--- config.mk ---
export PLATFORM = sky130hd
export DESIGN_NAME = divider_ctrl
export DESIGN_NICKNAME = d
export VERILOG_FILES = /design/src/rtl/divider_pkg.sv /design/src/rtl/divider_ctrl_period_counter.sv /design/src/rtl/divider_ctrl.sv
export SDC_FILE = /design/constraint.sdc
export NUM_CORES = 1
export LEC_CHECK = 0
export ABC_AREA = 1
export CAP_MARGIN = 20
export CORE_AREA = 2 2 98 100
export CTS_BUF_LIST = sky130_fd_sc_hd__clkbuf_16
export CTS_CLUSTER_DIAMETER = 60
export DETAILED_ROUTE_END_ITERATION = 16
export DIE_AREA = 0 0 100 102
export DONT_BUFFER_PORTS = 1
export HOLD_SLACK_MARGIN = 0.08
export PLACE_DENSITY_LB_ADDON = 0.15
export SLEW_MARGIN = 0
export SYNTH_ARGS = -nofsm -noshare
export SYNTH_HDL_FRONTEND = slang
export SYNTH_SLANG_ARGS = --single-unit
--- constraint.sdc ---
create_clock -name clk_in -period 7.7 [get_ports clk_in]
set_clock_uncertainty 0.2 [all_clocks]
set_input_delay 0.77 -clock clk_in [delete_from_list [all_inputs] [get_ports clk_in]]
set_output_delay 0.77 -clock clk_in [all_outputs]
set_load 0.02 [all_outputs]
--- src/rtl/divider_pkg.sv ---
`default_nettype none
// ============================================================================
// Module      : divider_pkg
// Description : Shared definitions for the divider controller: FSM state
//               encoding, rate codes and rate-to-terminal-count helpers.
// Revision    : 1.0 - initial release
// ============================================================================
package divider_pkg;

   typedef enum logic [1:0] {
      ST_IDLE = 2'd0,
      ST_RUN  = 2'd1,
      ST_STEP = 2'd2
   } state_e;

   typedef enum logic [1:0] {
      RATE_1HZ   = 2'd0,
      RATE_2HZ   = 2'd1,
      RATE_10HZ  = 2'd2,
      RATE_100HZ = 2'd3
   } rate_e;

   // Output frequency in Hz for a rate code.
   function automatic int unsigned rate_hz(input rate_e r);
      int unsigned hz;
      case (r)
         RATE_1HZ:   hz = 1;
         RATE_2HZ:   hz = 2;
         RATE_10HZ:  hz = 10;
         RATE_100HZ: hz = 100;
         default:    hz = 1;
      endcase
      return hz;
   endfunction

   // Terminal count: last counter value of a period (period length - 1).
   function automatic int unsigned rate_tc(input int unsigned clk_hz, input rate_e r);
      return (clk_hz / rate_hz(r)) - 1;
   endfunction

   // First counter value at which the square wave is high, (TC+1)/2.
   function automatic int unsigned rate_half(input int unsigned clk_hz, input rate_e r);
      return (clk_hz / rate_hz(r)) / 2;
   endfunction

endpackage
`default_nettype wire

--- src/rtl/divider_ctrl_period_counter.sv ---
`default_nettype none
// ============================================================================
// Module      : period_counter
// Description : Loadable CW-bit period counter with enable, synchronous clear
//               and terminal-count compare.
//   clk_in   in  : clock, rising edge
//   reset    in  : synchronous active-high reset
//   en       in  : advance the counter this cycle
//   clr      in  : force the counter to zero (highest priority)
//   load     in  : load load_val (below clr)
//   load_val in  : value for load
//   tc       in  : terminal count; counter wraps to 0 after this value
//   half_thr in  : threshold for the half output
//   wrap     out : counter sits at tc and is advancing this cycle
//   half     out : next counter value is >= half_thr (meant to be registered)
// Revision    : 1.0 - initial release
// ============================================================================
module period_counter #(
   parameter int unsigned CW = 26
) (
   input  logic          clk_in,
   input  logic          reset,
   input  logic          en,
   input  logic          clr,
   input  logic          load,
   input  logic [CW-1:0] load_val,
   input  logic [CW-1:0] tc,
   input  logic [CW-1:0] half_thr,
   output logic          wrap,
   output logic          half
);

   logic [CW-1:0] count_q;
   logic [CW-1:0] count_d;

   assign wrap = en && !clr && !load && (count_q == tc);

   always_comb begin
      count_d = count_q;
      if (clr) begin
         count_d = '0;
      end else if (load) begin
         count_d = load_val;
      end else if (en) begin
         count_d = (count_q == tc) ? '0 : count_q + CW'(1);
      end
   end

   // Compared against the next value so that a registered copy lines up
   // with the counter register itself.
   assign half = (count_d >= half_thr);

   always_ff @(posedge clk_in) begin
      if (reset) begin
         count_q <= '0;
      end else begin
         count_q <= count_d;
      end
   end

endmodule
`default_nettype wire

--- src/rtl/divider_ctrl.sv ---
`default_nettype none
// ============================================================================
// Module      : divider_ctrl
// Description : Run/stop/single-step clock divider producing a tick strobe,
//               a 50% square wave and a tick counter at a selectable rate.
//   clk_in     in  : system clock, rising edge
//   reset      in  : synchronous active-high reset
//   start      in  : level request to enter RUN
//   stop       in  : level request to return to IDLE (highest priority)
//   step       in  : single-tick request, honoured only in IDLE
//   rate_sel   in  : rate code 0=1Hz 1=2Hz 2=10Hz 3=100Hz
//   rate_load  in  : one-cycle strobe capturing rate_sel
//   tick       out : one-cycle pulse per period
//   wave_out   out : 50% square wave, low in IDLE
//   running    out : high in RUN or STEP
//   tick_count out : ticks issued since reset, wraps at 16 bits
// Revision    : 1.0 - initial release
// ============================================================================
module divider_ctrl
   import divider_pkg::*;
#(
   parameter int unsigned CLK_HZ = 50_000_000,
   parameter int unsigned CW     = 26
) (
   input  logic        clk_in,
   input  logic        reset,
   input  logic        start,
   input  logic        stop,
   input  logic        step,
   input  logic [1:0]  rate_sel,
   input  logic        rate_load,
   output logic        tick,
   output logic        wave_out,
   output logic        running,
   output logic [15:0] tick_count
);

   state_e        state_q,      state_d;
   rate_e         rate_act_q,   rate_act_d;
   rate_e         rate_pend_q,  rate_pend_d;
   logic          tick_q,       tick_d;
   logic          wave_q,       wave_d;
   logic          running_q,    running_d;
   logic [15:0]   tick_count_q, tick_count_d;

   logic          cnt_en;
   logic          cnt_clr;
   logic          cnt_wrap;
   logic          cnt_half;
   logic [CW-1:0] tc_val;
   logic [CW-1:0] half_val;

   assign tc_val   = CW'(rate_tc(CLK_HZ, rate_act_q));
   assign half_val = CW'(rate_half(CLK_HZ, rate_act_q));

   // Next-state logic. A finished step lingers in STEP for the tick cycle
   // (tick_q high) so running drops one cycle after the tick.
   always_comb begin
      state_d = state_q;
      unique case (state_q)
         ST_IDLE: begin
            if (stop)       state_d = ST_IDLE;
            else if (start) state_d = ST_RUN;
            else if (step)  state_d = ST_STEP;
         end
         ST_RUN: begin
            if (stop) state_d = ST_IDLE;
         end
         ST_STEP: begin
            if (stop)        state_d = ST_IDLE;
            else if (start)  state_d = ST_RUN;
            else if (tick_q) state_d = ST_IDLE;
         end
         default: state_d = ST_IDLE;
      endcase

      // Counter is held at zero in IDLE, cleared on entry from IDLE and on
      // any return to IDLE; STEP->RUN keeps counting.
      cnt_clr = (state_q == ST_IDLE) || (state_d == ST_IDLE);
      cnt_en  = !cnt_clr;
   end

   period_counter #(
      .CW (CW)
   ) u_period_counter (
      .clk_in   (clk_in),
      .reset    (reset),
      .en       (cnt_en),
      .clr      (cnt_clr),
      .load     (1'b0),
      .load_val ('0),
      .tc       (tc_val),
      .half_thr (half_val),
      .wrap     (cnt_wrap),
      .half     (cnt_half)
   );

   // Rate handling and registered outputs.
   always_comb begin
      rate_pend_d = rate_load ? rate_e'(rate_sel) : rate_pend_q;
      rate_act_d  = rate_act_q;
      // Switch only while idle or at a period boundary so no period is cut.
      if ((state_q == ST_IDLE) || cnt_wrap) begin
         rate_act_d = rate_pend_d;
      end

      tick_d       = cnt_wrap;
      running_d    = (state_d != ST_IDLE);
      wave_d       = running_d && cnt_half;
      tick_count_d = cnt_wrap ? tick_count_q + 16'd1 : tick_count_q;
   end

   always_ff @(posedge clk_in) begin
      if (reset) begin
         state_q      <= ST_IDLE;
         rate_act_q   <= RATE_1HZ;
         rate_pend_q  <= RATE_1HZ;
         tick_q       <= 1'b0;
         wave_q       <= 1'b0;
         running_q    <= 1'b0;
         tick_count_q <= 16'd0;
      end else begin
         state_q      <= state_d;
         rate_act_q   <= rate_act_d;
         rate_pend_q  <= rate_pend_d;
         tick_q       <= tick_d;
         wave_q       <= wave_d;
         running_q    <= running_d;
         tick_count_q <= tick_count_d;
      end
   end

   assign tick       = tick_q;
   assign wave_out   = wave_q;
   assign running    = running_q;
   assign tick_count = tick_count_q;

endmodule
`default_nettype wire

# Yosys cells after proc, flatten, opt, wreduce, memory -nomap -nowiden
# Cells that the tools add are included.
dict set report op_classes {
  addsub 3
  n_eq_ne 6
  n_reduce_logical 9
  order_cmp 1
  div 1
  muxes 12
}
# operator count
set op_table {}
lappend op_table {{$pmux W32 S4} 1}
lappend op_table {{$mux W26} 2}
lappend op_table {{$div A26 B32 Y32 const A} 1}
lappend op_table {{$add A26 B1 Y26 const B} 1}
lappend op_table {{$eq A26 B26 Y1} 1}
lappend op_table {{$ge A26 B26 Y1} 1}
lappend op_table {{$sub A26 B1 Y26 const B} 1}
lappend op_table {{$add A16 B1 Y16 const B} 1}
lappend op_table {{$mux W2} 8}
lappend op_table {{$eq A2 B2 Y1 const B} 3}
lappend op_table {{$logic_not A2 Y1} 3}
lappend op_table {{$pmux W2 S3} 1}
lappend op_table {{$eq A2 B1 Y1 const B} 2}
lappend op_table {{$logic_and A1 B1 Y1} 2}
lappend op_table {{$logic_or A1 B1 Y1} 2}
lappend op_table {{$reduce_bool A2 Y1} 1}
lappend op_table {{$logic_not A1 Y1} 1}
dict set report totals {
  regBits 51
  out_inout_bits 19
  wordCells 40
  in_bits 8
}

# Longest topological paths before layout
dict set report depth {
  depth_word 9
  mapped_depth 53
  mapped_depth_nobuf 51
}

# By module
# A second synthesis with hierarchy kept.
dict set report hier_totals {
  hier_cells 1136
  hier_area_um2 6725.2
}
# module area_each_um2 cells_each seq_area_each_um2 n_inst
set modules_own_cells {}
lappend modules_own_cells {divider_ctrl 3542.1 617 500.5 1}
lappend modules_own_cells {period_counter 3183.1 519 520.5 1}

# Least setup slack after synthesis
# No wires, ideal clock.
dict set report synth_timing {
  path_kind {register -> register}
  startpoint {register rate_act_q[1]}
  endpoint {register wave_q, in the netlist wave_out}
  setup_slack_ns 2.247
  period_less_slack_ns 5.453
  path_buffers 3
  setup_ns 0.109
  arrival_ns 5.144
  required_ns 7.391
  path_stages_with_launch 44
  path_cell_list {dfxtp_1 > ha_1 > ha_1 > buf_2 > inv_2 > nor2_1 > inv_1 > nand2_1 > nand2_1 > xor2_1 > nand2_1 > nor2_1 > nor2_1 > nand3_2 > clkinv_2 > nand2_1 > nand3_1 > inv_1 > (+8 left out) > nand3_1 > nand2_1 > buf_2 > buf_6 > nor2_1 > ha_1 > a21oi_1 > o21ai_0 > a21oi_1 > nor2_1 > nor2_1 > o21ai_0 > nand2_1 > a21oi_1 > o21ai_0 > o2111ai_1 > nand2_1 > inv_1}
}
dict set report synth_via {
  elab_chain_len 9
  elab_cells_between_ends 12
  cone_classes {add/sub (1); div (1); order compare (1); eq/ne (4); mux (3); reduce/logical (2)}
}
# item line
set synth_lines {}
lappend synth_lines {{start, declared} divider_ctrl.sv:39} ;# rate_e rate_act_q, rate_act_d;
lappend synth_lines {{start signal, assigned} divider_ctrl.sv:124} ;# rate_act_q <= rate_act_d;
lappend synth_lines {{$eq A2 B2 Y1 (tied with other cells)} divider_pkg.sv:26} ;# case (r)
lappend synth_lines {{$pmux W32 S4 *} divider_pkg.sv:26}
lappend synth_lines {{$div A26 B32 Y32 *} divider_pkg.sv:38} ;# return (clk_hz / rate_hz(r)) - 1;
lappend synth_lines {{$sub A26 B1 Y26 *} divider_pkg.sv:38}
lappend synth_lines {{$eq A26 B26 Y1 *} divider_ctrl_period_counter.sv:45} ;# count_d = (count_q == tc) ? '0 : count_q + CW'(1);
lappend synth_lines {{$mux W26 *} divider_ctrl_period_counter.sv:45}
lappend synth_lines {{$mux W26 *} divider_ctrl_period_counter.sv:40} ;# if (clr) begin
lappend synth_lines {{net u_period_counter.count_d[5]} divider_ctrl_period_counter.sv:34} ;# logic [CW-1:0] count_d;
lappend synth_lines {{$ge A26 B26 Y1 *} divider_ctrl_period_counter.sv:51} ;# assign half = (count_d >= half_thr);
lappend synth_lines {{$logic_and A1 B1 Y1 *} divider_ctrl.sv:109} ;# wave_d = running_d && cnt_half;
lappend synth_lines {{end signal, assigned} divider_ctrl.sv:127} ;# wave_q <= wave_d;
lappend synth_lines {{end, declared} divider_ctrl.sv:42} ;# logic wave_q, wave_d;
# Mark *: on every way through the listed nets, which the timed path passes. The rest lies on a longest branch. The select of a mux whose other input is x is not followed.
# A chain may end at the register's enable or synchronous reset.

# Worst setup path in the final report
# Ends and elaborated chain as after synthesis.

==> flow_summary_export.csv <==
group,metric,value,unit
layout,num-fill-cells,905,
sta,min_period,6.85,ns
cts,clk_pin_slew,0.08,ns
setup_path,reg2regPathDepth,41,
setup_path,critPathMaxStageDelay,0.55,ns
sta,slew_violations,0,
sta,hold_viol_final,0,
synthesis,ys_seq_area_share,19.9,%
pwr,ir_worst_vdd,108,µV
setup_path,cp_slowest_cell,"ha_2",
floorplanning,coreArea,0.00911,mm²
drt,wirelength,13.8,mm
grt,top_usage_layer,"met2",
floorplanning,die_w,100,µm
drt,postRouteAntennaNets,0,
drt,drtIter0Drc,334,
layout,drive_gt1_share,8.10,%
layout,area_growth,3.75,%
setup_path,criticalPathCategory,"flop to flop",
synthesis,ys_ff_latch,51,
drt,vias_per_cell,5.70,
grt,grt_use_total,27.9,%
pwr,pwr-share-seq,32.2,%
setup_path,cp_max_fo,31,
drt,remaining_drc_errors,0,
drt,post_drt_wl_per_cell,15.1,µm
sta,rsz0062_at_grt,"false",
worst_hold_path,min_to,"rate_pend_q[0]",
cts,htreeDepth,2,
cts,cts_sinks,51,
floorplanning,dieArea,0.0102,mm²
synthesis,avgSynthCellArea,6.32,µm²
setup_path,critPathMostFrequentCell,"nand2_1",
grt,grt_pass1_wl,23.2,mm
placement,place.gp.congestion,0.990,
flow_run,cap_viol_max_count,0,
grt,grt_overflow,0,
sta,max_slew_margin,54.4,%
synthesis,yosys_warnings,0,
floorplanning,die_y,102,µm
cts,root_buffer,"clkbuf_16",
pwr,pwr-share-clk,29.0,%
synthesis,synth_cell_types,53,
synthesis,synth.cell_area,0.00514,mm²
floorplanning,initial_core_util,56.4,%
placement,port_buffers,0,
outcome,status,"finished clean",
placement,place_hpwl,10.7,mm
synthesis,synth-async-reset-ratio,0,%
pwr,internal_power,0.495,mW
pwr,power.share.switching,40.7,%
grt,antenna_found_initial,0,
sta,setup_ws,0.849,ns
pwr,combPwrFrac,38.7,%
setup_path,worst_setup_path_end_kind,"flop",
pwr,p_leak,2.46,nW
layout,layout.nets,855,
pwr,p_sw,0.340,mW
synthesis,ys.flop_type,"dfxtp_1",
worst_hold_path,worstHoldPathCells,2,
grt,use_met2,50.4,%
cts,numCtsBuffers,5,
sta,fin_tns_setup,0,ns
worst_hold_path,min_path_type,"flop to flop",
setup_path,ff2ff_setup_slack,0.85,ns
floorplanning,num_rows,35,
grt,grt_max_degree,42,
cts,clk-insertion-delay-late,0.30,ns
synthesis,syn-num-nets,867,
cts,cts_tree,"done",
layout,antennaDiodeCount,0,
setup_path,r2r-start,"rate_act_q[1]",
setup_path,startpoint_type,"flop",
sta,setup_viol,0,
sta,worst_slew_pin_slew,0.677,ns
synthesis,synth_edf_count,0,
drt,first_pass_iters,6,
grt,grt_pass1_vias,5031,
grt,use_met3,3.01,%
sta,max_freq,0.146,GHz
worst_hold_path,min_from,"rate_pend_q[0]",
pwr,power_density,157,mW/mm²
sta,fin_crit_sh,89.0,%
cts,clockBufferDepth,2,
synthesis,netlist_instances,813,
setup_path,cp.required,7.71,ns
setup_path,cp.arrival,6.86,ns
floorplanning,io_pins,27,
drt,num_vias,5203,
placement,dp_slack,0.682,ns
grt,use_met1,35.3,%
setup_path,reg2reg_to,"wave_out",
## worst max-delay path, delay by kind of cell, from the launching register on
family                     cells  cell delay, ns
AOI/OAI and AO/OA              7            0.74
and+or+nand+nor               25            3.05
xor gates and xnor gates       1            0.14
buffers and inverters          5            0.75
adders and majority gates      3            1.34
DFF                            1            0.51
## area by class of cell
class                           count  area [µm²]  area share (%)
Timing Repair Buffer                3        22.5           0.423
Sequential cell                    51        1020            19.2
Tap cell                          111         139            2.61
Clock inverter                      3        33.8           0.634
Multi-Input combinational cell    636        3590            67.4
Inverter                          104         394            7.39
Clock buffer                        5         125            2.35
## per-stage QoR
step,utilization (%),std cells,power [mW],hold slack [ns],area (µm²)
finish,58.5,913,0.835,0.316,5330
detailed placement,56.7,905,0.592,0.300,5170
floorplan,-,813,0.530,0.256,5140
global placement,56.7,905,0.586,0.281,5170
global route,58.5,913,0.888,0.325,5330
CTS,58.5,913,0.831,0.318,5330
## cell families after synthesis
| kind of cell | synth area share (%) |
|---|---|
| AND/OR/NAND/NOR | 41.1 |
| XOR/XNOR | 6.65 |
| adder cells (fa/ha/maj) | 11.2 |
| AO/OA/AOI/OAI | 10.5 |
| buffers and inverters | 10.2 |
| multiplexers | 0.390 |
| flip-flops | 19.9 |
## synthesized netlist by cell type, types with 2 or more instances
library cell  number  area (µm²)
buf_2              8        40.0
nor4_1             5        31.3
a21oi_1           34         170
inv_1             92         345
buf_4              2        15.0
nand2_2           16         100
a31oi_1            3        18.8
nand4_1           21         131
nor2_2             4        25.0
inv_2              9        33.8
o211ai_1           3        22.5
a2111oi_0          2        17.5
nor2_1           115         432
dfxtp_1           51        1020
a211oi_1           3        22.5
o21ai_0           30         150
ha_1              46         576
clkbuf_1           8        30.0
xor2_1            28         245
o21ai_1            2        10.0
buf_6              4        45.0
o21a_1             3        22.5
nand2_1          181         679
nor3_1            38         190
xnor2_1           11        96.3
nand3_2            7        70.1
nand3_1           54         270
mux2i_1            2        20.0
nand2_4            2        22.5
nor2_4             6        67.6
## flip-flops by register name, summed over array words and instances, names as in the netlist
register                  cells
rate_pend_q                   2
tick_count                   16
wave_out                      1
running                       1
u_period_counter.count_q     26
rate_act_q                    2
state_q                       2
tick                          1
## worst max-delay path by stage
stage / startpoint / endpoint / slack [ns] / cells past startpoint
after floorplan: rate_act_q[1] / wave_out / 2.25 / 43
final: rate_act_q[1] / wave_out / 0.85 / 41
after global placement: rate_act_q[1] / wave_out / 0.86 / 40
after detailed placement: rate_act_q[1] / wave_out / 0.68 / 43
after CTS: rate_act_q[1] / wave_out / 0.65 / 41
after global routing: rate_act_q[1] / wave_out / 0.04 / 43
## layout by cell type (no fill, tap or decap), drive strengths merged, types with 2 or more instances in the layout
master	n
nand2	199
nor2	126
inv	104
nand3	61
dfxtp	51
ha	46
nor3	38
a21oi	35
o21ai	34
xor2	28
nand4	23
xnor2	11
nor4	5
clkbuf	5
a31oi	3
o211ai	3
a211oi	3
o21a	3
buf	3
clkinv	3
a2111oi	2
mux2i	2
or2	2
## timing repair
action | CTS | global route
setup buffers | 0 | 0
hold buffers | 0 | 0
resized for setup | 0 | 1
setup endpoints to repair | 0 | 1
## routing by layer
layer  up-vias  share of wire (%)
li1       2622                  -
met5         -                  0
met4         0                1.8
met1      2378                 43
met3        26                6.4
met2       177                 48
## power groups by stage
stage / Combinational [mW] / Sequential [mW] / Clock [mW]
6_report: 0.323 / 0.269 / 0.243
5_1_grt: 0.362 / 0.270 / 0.256
4_1_cts: 0.319 / 0.269 / 0.244
3_5_place_dp: 0.316 / 0.275 / 0
3_3_place_gp: 0.311 / 0.275 / 0
2_1_floorplan: 0.255 / 0.275 / 0
Power figures use the tool's default switching activity.
